[src/rtl/uart_tx_arbiter_if.sv]
// Requester streams plus the UART send/ready pair shared by uart_tx_arbiter.
// The master side is the arbiter; the slave side is whatever drives the
// requesters and models the transmitter.
interface uart_tx_arbiter_if #(
  parameter int N_REQ = 4
);
  logic [N_REQ-1:0]   req_valid;
  logic [8*N_REQ-1:0] req_data;
  logic [N_REQ-1:0]   req_last;
  logic [N_REQ-1:0]   req_ready;
  logic               uart_ready;
  logic               uart_send;
  logic [7:0]         uart_data;
  logic [N_REQ-1:0]   grant;
  logic               busy;

  modport master (
    input  req_valid, req_data, req_last, uart_ready,
    output req_ready, uart_send, uart_data, grant, busy
  );

  modport slave (
    output req_valid, req_data, req_last, uart_ready,
    input  req_ready, uart_send, uart_data, grant, busy
  );
endinterface

[src/rtl/uart_tx_arbiter.sv]
// Round-robin arbiter sharing one UART byte transmitter among N_REQ byte
// streams. An owner keeps the UART until its last byte or until MAX_BURST
// bytes have gone out, then the search pointer moves past it.
module uart_tx_arbiter #(
  parameter int N_REQ     = 4,
  parameter int MAX_BURST = 16
) (
  input logic              clk,
  input logic              rst,
  uart_tx_arbiter_if.master bus
);

  localparam int PTR_W = $clog2(N_REQ);
  localparam int SUM_W = PTR_W + 1;

  typedef enum logic [1:0] {ARB, ISSUE, WAIT_BUSY, WAIT_DONE} state_t;

  state_t            r_state;
  state_t            w_stateNext;
  logic [N_REQ-1:0]  r_grant;
  logic [PTR_W-1:0]  r_owner;
  logic [PTR_W-1:0]  r_ptr;
  logic [7:0]        r_burstCnt;
  logic              r_lastQ;

  logic              w_found;
  logic [PTR_W-1:0]  w_winner;
  logic [SUM_W-1:0]  w_sum;
  logic [PTR_W-1:0]  w_cand;
  logic              w_send;
  logic              w_release;
  logic [7:0]        w_data;

  // Pick the first valid requester at or after r_ptr, wrapping around; the
  // downward loop lets the closest candidate overwrite farther ones.
  always_comb begin
    w_found  = 1'b0;
    w_winner = '0;
    w_sum    = '0;
    w_cand   = '0;
    for (int k = N_REQ - 1; k >= 0; k--) begin
      w_sum = {1'b0, r_ptr} + SUM_W'(k);
      if (w_sum >= SUM_W'(N_REQ)) begin
        w_sum = w_sum - SUM_W'(N_REQ);
      end
      w_cand = w_sum[PTR_W-1:0];
      if (bus.req_valid[w_cand]) begin
        w_found  = 1'b1;
        w_winner = w_cand;
      end
    end
  end

  // Route the owner's byte to the UART data lines.
  always_comb begin
    w_data = '0;
    for (int i = 0; i < N_REQ; i++) begin
      if (r_owner == PTR_W'(i)) begin
        w_data = bus.req_data[8*i +: 8];
      end
    end
  end

  // Next-state and handshake decode; a send only happens in ISSUE.
  always_comb begin
    w_stateNext = r_state;
    w_send      = 1'b0;
    w_release   = 1'b0;
    case (r_state)
      ARB: begin
        if (w_found) begin
          w_stateNext = ISSUE;
        end
      end
      ISSUE: begin
        w_send = bus.req_valid[r_owner] & bus.uart_ready;
        if (w_send) begin
          w_stateNext = WAIT_BUSY;
        end
      end
      WAIT_BUSY: begin
        if (!bus.uart_ready) begin
          w_stateNext = WAIT_DONE;
        end
      end
      WAIT_DONE: begin
        if (bus.uart_ready) begin
          if (r_lastQ || (r_burstCnt == 8'(MAX_BURST))) begin
            w_release   = 1'b1;
            w_stateNext = ARB;
          end else begin
            w_stateNext = ISSUE;
          end
        end
      end
      default: w_stateNext = ARB;
    endcase
  end

  // State register.
  always_ff @(posedge clk) begin
    if (rst) begin
      r_state <= ARB;
    end else begin
      r_state <= w_stateNext;
    end
  end

  // Ownership, burst count, last flag and round-robin pointer bookkeeping.
  always_ff @(posedge clk) begin
    if (rst) begin
      r_grant    <= '0;
      r_owner    <= '0;
      r_ptr      <= '0;
      r_burstCnt <= '0;
      r_lastQ    <= 1'b0;
    end else begin
      if ((r_state == ARB) && w_found) begin
        r_owner    <= w_winner;
        r_grant    <= {{(N_REQ-1){1'b0}}, 1'b1} << w_winner;
        r_burstCnt <= '0;
      end
      if (w_send) begin
        r_lastQ    <= bus.req_last[r_owner];
        r_burstCnt <= r_burstCnt + 8'd1;
      end
      if (w_release) begin
        r_grant <= '0;
        r_ptr   <= (r_owner == PTR_W'(N_REQ - 1)) ? '0 : r_owner + PTR_W'(1);
      end
    end
  end

  assign bus.uart_send = w_send;
  assign bus.uart_data = w_data;
  assign bus.req_ready = r_grant & {N_REQ{w_send}};
  assign bus.grant     = r_grant;
  assign bus.busy      = (r_state != ARB);

endmodule

[src/flat_wrapper.sv]
// flat-port wrapper written by rule: the top's interface ports become plain ports
module uart_tx_arbiter_flat 
#(
  parameter int N_REQ     = 4,
  parameter int MAX_BURST = 16
)
  (clk, rst, bus_req_valid, bus_req_data, bus_req_last, bus_uart_ready, bus_req_ready, bus_uart_send, bus_uart_data, bus_grant, bus_busy);
  uart_tx_arbiter_if #(.N_REQ(N_REQ)) bus_i ();
  input logic clk;
  input logic rst;
  input wire logic [$bits(bus_i.req_valid)-1:0] bus_req_valid;
  input wire logic [$bits(bus_i.req_data)-1:0] bus_req_data;
  input wire logic [$bits(bus_i.req_last)-1:0] bus_req_last;
  input wire logic [$bits(bus_i.uart_ready)-1:0] bus_uart_ready;
  output wire logic [$bits(bus_i.req_ready)-1:0] bus_req_ready;
  output wire logic [$bits(bus_i.uart_send)-1:0] bus_uart_send;
  output wire logic [$bits(bus_i.uart_data)-1:0] bus_uart_data;
  output wire logic [$bits(bus_i.grant)-1:0] bus_grant;
  output wire logic [$bits(bus_i.busy)-1:0] bus_busy;
  assign bus_i.req_valid = bus_req_valid;
  assign bus_i.req_data = bus_req_data;
  assign bus_i.req_last = bus_req_last;
  assign bus_i.uart_ready = bus_uart_ready;
  assign bus_req_ready = bus_i.req_ready;
  assign bus_uart_send = bus_i.uart_send;
  assign bus_uart_data = bus_i.uart_data;
  assign bus_grant = bus_i.grant;
  assign bus_busy = bus_i.busy;
  uart_tx_arbiter #(.N_REQ(N_REQ), .MAX_BURST(MAX_BURST)) u_core (.clk(clk), .rst(rst), .bus(bus_i));
endmodule
[config.mk]
export PLATFORM = sky130hd
export DESIGN_NAME = uart_tx_arbiter_flat
export DESIGN_NICKNAME = d
export VERILOG_FILES = /design/src/rtl/uart_tx_arbiter_if.sv /design/src/rtl/uart_tx_arbiter.sv /design/src/flat_wrapper.sv
export SDC_FILE = /design/constraint.sdc
export NUM_CORES = 1
export LEC_CHECK = 0
export BUFFER_PORTS_ARGS = -buffer_cell sky130_fd_sc_hd__buf_2
export CAP_MARGIN = 20
export CORE_MARGIN = 2
export CORE_UTILIZATION = 40
export CTS_CLUSTER_SIZE = 14
export DETAILED_ROUTE_END_ITERATION = 6
export PLACE_DENSITY = 0.69
export SLEW_MARGIN = 20
export SYNTH_ARGS = -nofsm -noshare
export SYNTH_HDL_FRONTEND = slang
export SYNTH_SLANG_ARGS = --single-unit
export TNS_END_PERCENT = 5
[constraint.sdc]
create_clock -name clk -period 1.8 [get_ports clk]
set_input_delay 0.27 -clock clk [delete_from_list [all_inputs] [get_ports clk]]
set_output_delay 0.27 -clock clk [all_outputs]
set_load 0.1 [all_outputs]
==> summary.md <==
| Metric | Value |
|---|---|
| Status | finished, violations left |
| Failing checks | negative setup slack |
| Worst Skew | a little under 0.005 ns |
| Slowest CP cell | dfxtp_4 |
| Count of buffers from port buffering | 60 |
| Vias per inst | a little over 5 |
| Leak pwr | about 0.93 nW |
| Mux cell area share after synthesis | under 10% |
| Critical path peak fanout | 9 |
| Fillers | 303 |
| R2r setup slk | between 0.1 and 0.15 ns |
| Sequential-to-total area share from yosys stat | 26.1% |
| Number of synthesized flops with an enable pin | 0 |
| Cell mode on critical path | a21oi_1 |
| Root Buffer | clkbuf_4 |
| Yosys warnings | 0 |
| Worst EP required | about 1.5 ns |
| Maximum buffer depth of the clock tree | 2 |
| Total global-route track usage | a little under a fifth |
| Worst Setup Start Kind | register |
| Largest net degree at the start of global routing | 17 |
| Commonest non-fill, non-tap cell in the layout | buf_2 |
| Simple-Gate Fraction of Synth Area | about a third |
| Starting density of the core | ~43% |
| Fmax | between 500 and 600 MHz |
| Worst path cell trace | inv_4 -> ha_4 -> buf_6 -> nand2_1 -> a21oi_1 -> a21oi_1 -> o21ai_4 -> buf_12 |
| Crit path DAT | ~1.7 ns |
| CTS Buf Count | 3 |
| Worst path top cell family by delay | buffers and inverters |
| Crit-path max cell delay | around 0.38 ns |
| Final setup margin | -0.135 ns |
| Final Cycle Share | 107% |
| Worst-Skew Late Latency | roughly 0.29 ns |
| Slew @ Worst Pin | just under 0.5 ns |
| Hold Vio Cnt, Final | 0 |
| Worst vdd ir | 831 uV |
| Final setup fails | 13 |
| ANT cells | 0 |
| WP depth | 8 |
| Post-Synth XOR/XNOR Area | 0% |
| Initial DRC Count | between 70 and 80 |
| Synth top area share | roughly a quarter |
| RR Startpoint | u_core.r_state[0] |
| Async set-or-reset flop fraction in the synthesized netlist | 0% |
| CP startpoint | u_core.r_owner[1] |
| Core footprint | 3420 sq um |
| # rows | 21 |
| Synth Instances | slightly below 200 |
| Initial antenna violation count | 0 |
| Hold Slack | between 0.3 and 0.4 ns |
| Main combinational cell family by area after synthesis | simple AND/OR/NAND/NOR gates |
| Post-route ant nets | 0 |
| Layout cell share with drive strength beyond 1 | 43.1% |
| Die height | between 60 and 70 um |
| Top Ports | just over 60 |
| DR DRC count | 0 |
| Width of the die | roughly 64 um |
| CP bufs+invs | 3 |
| Syn nets | roughly 250 |
| Vias in the first global route | about 1500 |
| Critical path class | register to primary output |
| Placed cell areas | roughly 2200 sq um |
| Post-synth cell types | 36 |
| CTS tree | built |
| Adder-cell share of the synthesized area | under 10% |
| Primary FF master, synth | dfxtp_1 |
| Top cells by area, synth | dfxtp_1 26%, ha_1 9.5%, nand2_1 9.0% |
| RePlAce Congestion | between 0.7 and 0.8 |
| Most frequent cells in the layout | 46 x buf_2, 35 x nand2_1, 19 x a21oi_1, 15 x dfxtp_1 |
| Nets@finish | roughly 320 |
| Max-slew violation count | 0 |
| Worst slew margin relative to its limit | a little under 70% |
| Avg WL per Cell | roughly 12 um |
| RSZ-0062 raised after global routing | yes |
| Design area | roughly 2300 sq um |
| Sum Neg Setup Slack | -1.48 ns |
| Detailed Place HPWL | 3020 um |
| R2r worst-path depth | 6 |
| Min Tclk post-route | 1.93 ns |
| Hold path cells | 2 |
| Compound-Gate Fraction of Synth Area | between 20% and 30% |
| Clock transition at path regs | between 0.1 and 0.15 ns |
| Area added between synthesis and finish | 57.7% |
| Max-Cap Viols | 0 |
| Largest area contributor in the netlist | dfxtp_1 |
| Post-Route WL | a little under 4000 um |
| R2R Path End | u_core.r_state[0] |
| Die footprint | between 4000 and 5000 sq um |
| Hold Buf Count CTS | 0 |
| Pwr Density | around 1200 nW/um^2 |
| First-pass GRT wire length | 6420 um |
| Seq cells post-synth | 19 |
| Grt ovf | 0 |
| Pre-antenna DRT Iters | 4 |
| Hold WC Path Type | input pin to register |
| H-tree Lvls | 1 |
| Core Util, Final | between 60 and 70% |
| DR vias | roughly 1600 |
| Cell Area, Synth | roughly 1500 sq um |
| Crit path to | bus_uart_data[0] |
| CTS sink cnt | 19 |
| Average size of a mapped cell | roughly 7.4 sq um |
| CP Capture Type | primary output |
## worst min-delay path by stage
stage,start,to,slack [ns]
2_1_floorplan,rst,u_core.r_burstCnt[3],0.34
3_3_place_gp,u_core.bus.grant[2],u_core.bus.grant[2],0.45
3_5_place_dp,u_core.bus.grant[2],u_core.bus.grant[2],0.46
4_1_cts,rst,u_core.r_owner[1],0.32
5_1_grt,rst,u_core.r_owner[1],0.34
6_report,rst,u_core.r_state[1],0.32
## synth_stat cells (2+ instances only)
master    number
a221oi_1       2
nand3_1        7
a211oi_1       3
a21oi_1       25
and3_1         6
nor4b_1        2
inv_1         11
or3_1          3
nand2b_1       5
a21oi_2        2
o21ai_1        3
nand3b_1      14
clkbuf_1       5
ha_1          11
nor2_1         9
o21ai_0        8
nand2_1       35
mux2i_1        4
a31oi_1        7
dfxtp_1       19
## where the power goes
group	total [W]	switching, W	internal (W)
Sequential	0.000523	0.0000493	0.000474
Clock	0.000211	0.000125	0.0000861
Combinational	0.00197	0.00126	0.000710
Total	0.00271	0.00144	0.00127
## routing by layer
metal  GRT usage (%)  vias up  wire length [um]
li1                -      837                 -
met1            23.9      730              1730
met2            33.5       54              1840
met3            2.46        4               290
met4            5.59        0                30
met5               0        -                 0
## final cells by class
cell class                 instances  area (sq um)  area share, %
tap                               46          57.6           2.51
sequential                        19           390           17.0
inverter                          12          53.8           2.34
timing repair buffer              74           619           27.0
multi-input combinational        158          1150           50.0
clock buffer                       4          26.3           1.15
## flip-flops by register name, summed over array words and instances, names as in the netlist
name               cells
u_core.r_state         2
u_core.r_burstCnt      8
u_core.r_ptr           2
u_core.bus.grant       4
u_core.r_lastQ         1
u_core.r_owner         2
## through the flow
| step | setup WS, ns | total power [W] | instances |
|---|---|---|---|
| after global routing | -0.226 | 0.00284 | 313 |
| after global placement | 0.0822 | 0.00242 | 305 |
| after floorplan | -0.133 | 0.00188 | 197 |
| after detailed placement | 0.0390 | 0.00244 | 305 |
| after CTS | -0.155 | 0.00270 | 312 |
| final | -0.135 | 0.00271 | 313 |
## worst reg2reg max path, delay by kind of cell (launching register included)
| family | cells | cell delay [ns] |
|---|---|---|
| buf+inv | 1 | 0.09 |
| compound gates | 4 | 0.87 |
| fa+ha+maj | 1 | 0.27 |
| flops | 1 | 0.36 |
## cells by family (layout without fill, tap and decap cells)
kind of cell | after synthesis | in the layout
muxes | 5 | 5
and+or+nand+nor | 88 | 88
DFF | 19 | 19
AOI/OAI and AO/OA | 54 | 54
buffers and inverters | 20 | 90
adders and majority gates | 11 | 11
## what timing repair did
action | 4_1_cts | 5_1_grt
setup buffers | 3 | 1
setup endpoints to repair | 13 | 14
pin swaps | 4 | 0
gates resized for setup | 10 | 5
(Power assumes the default switching activity.)
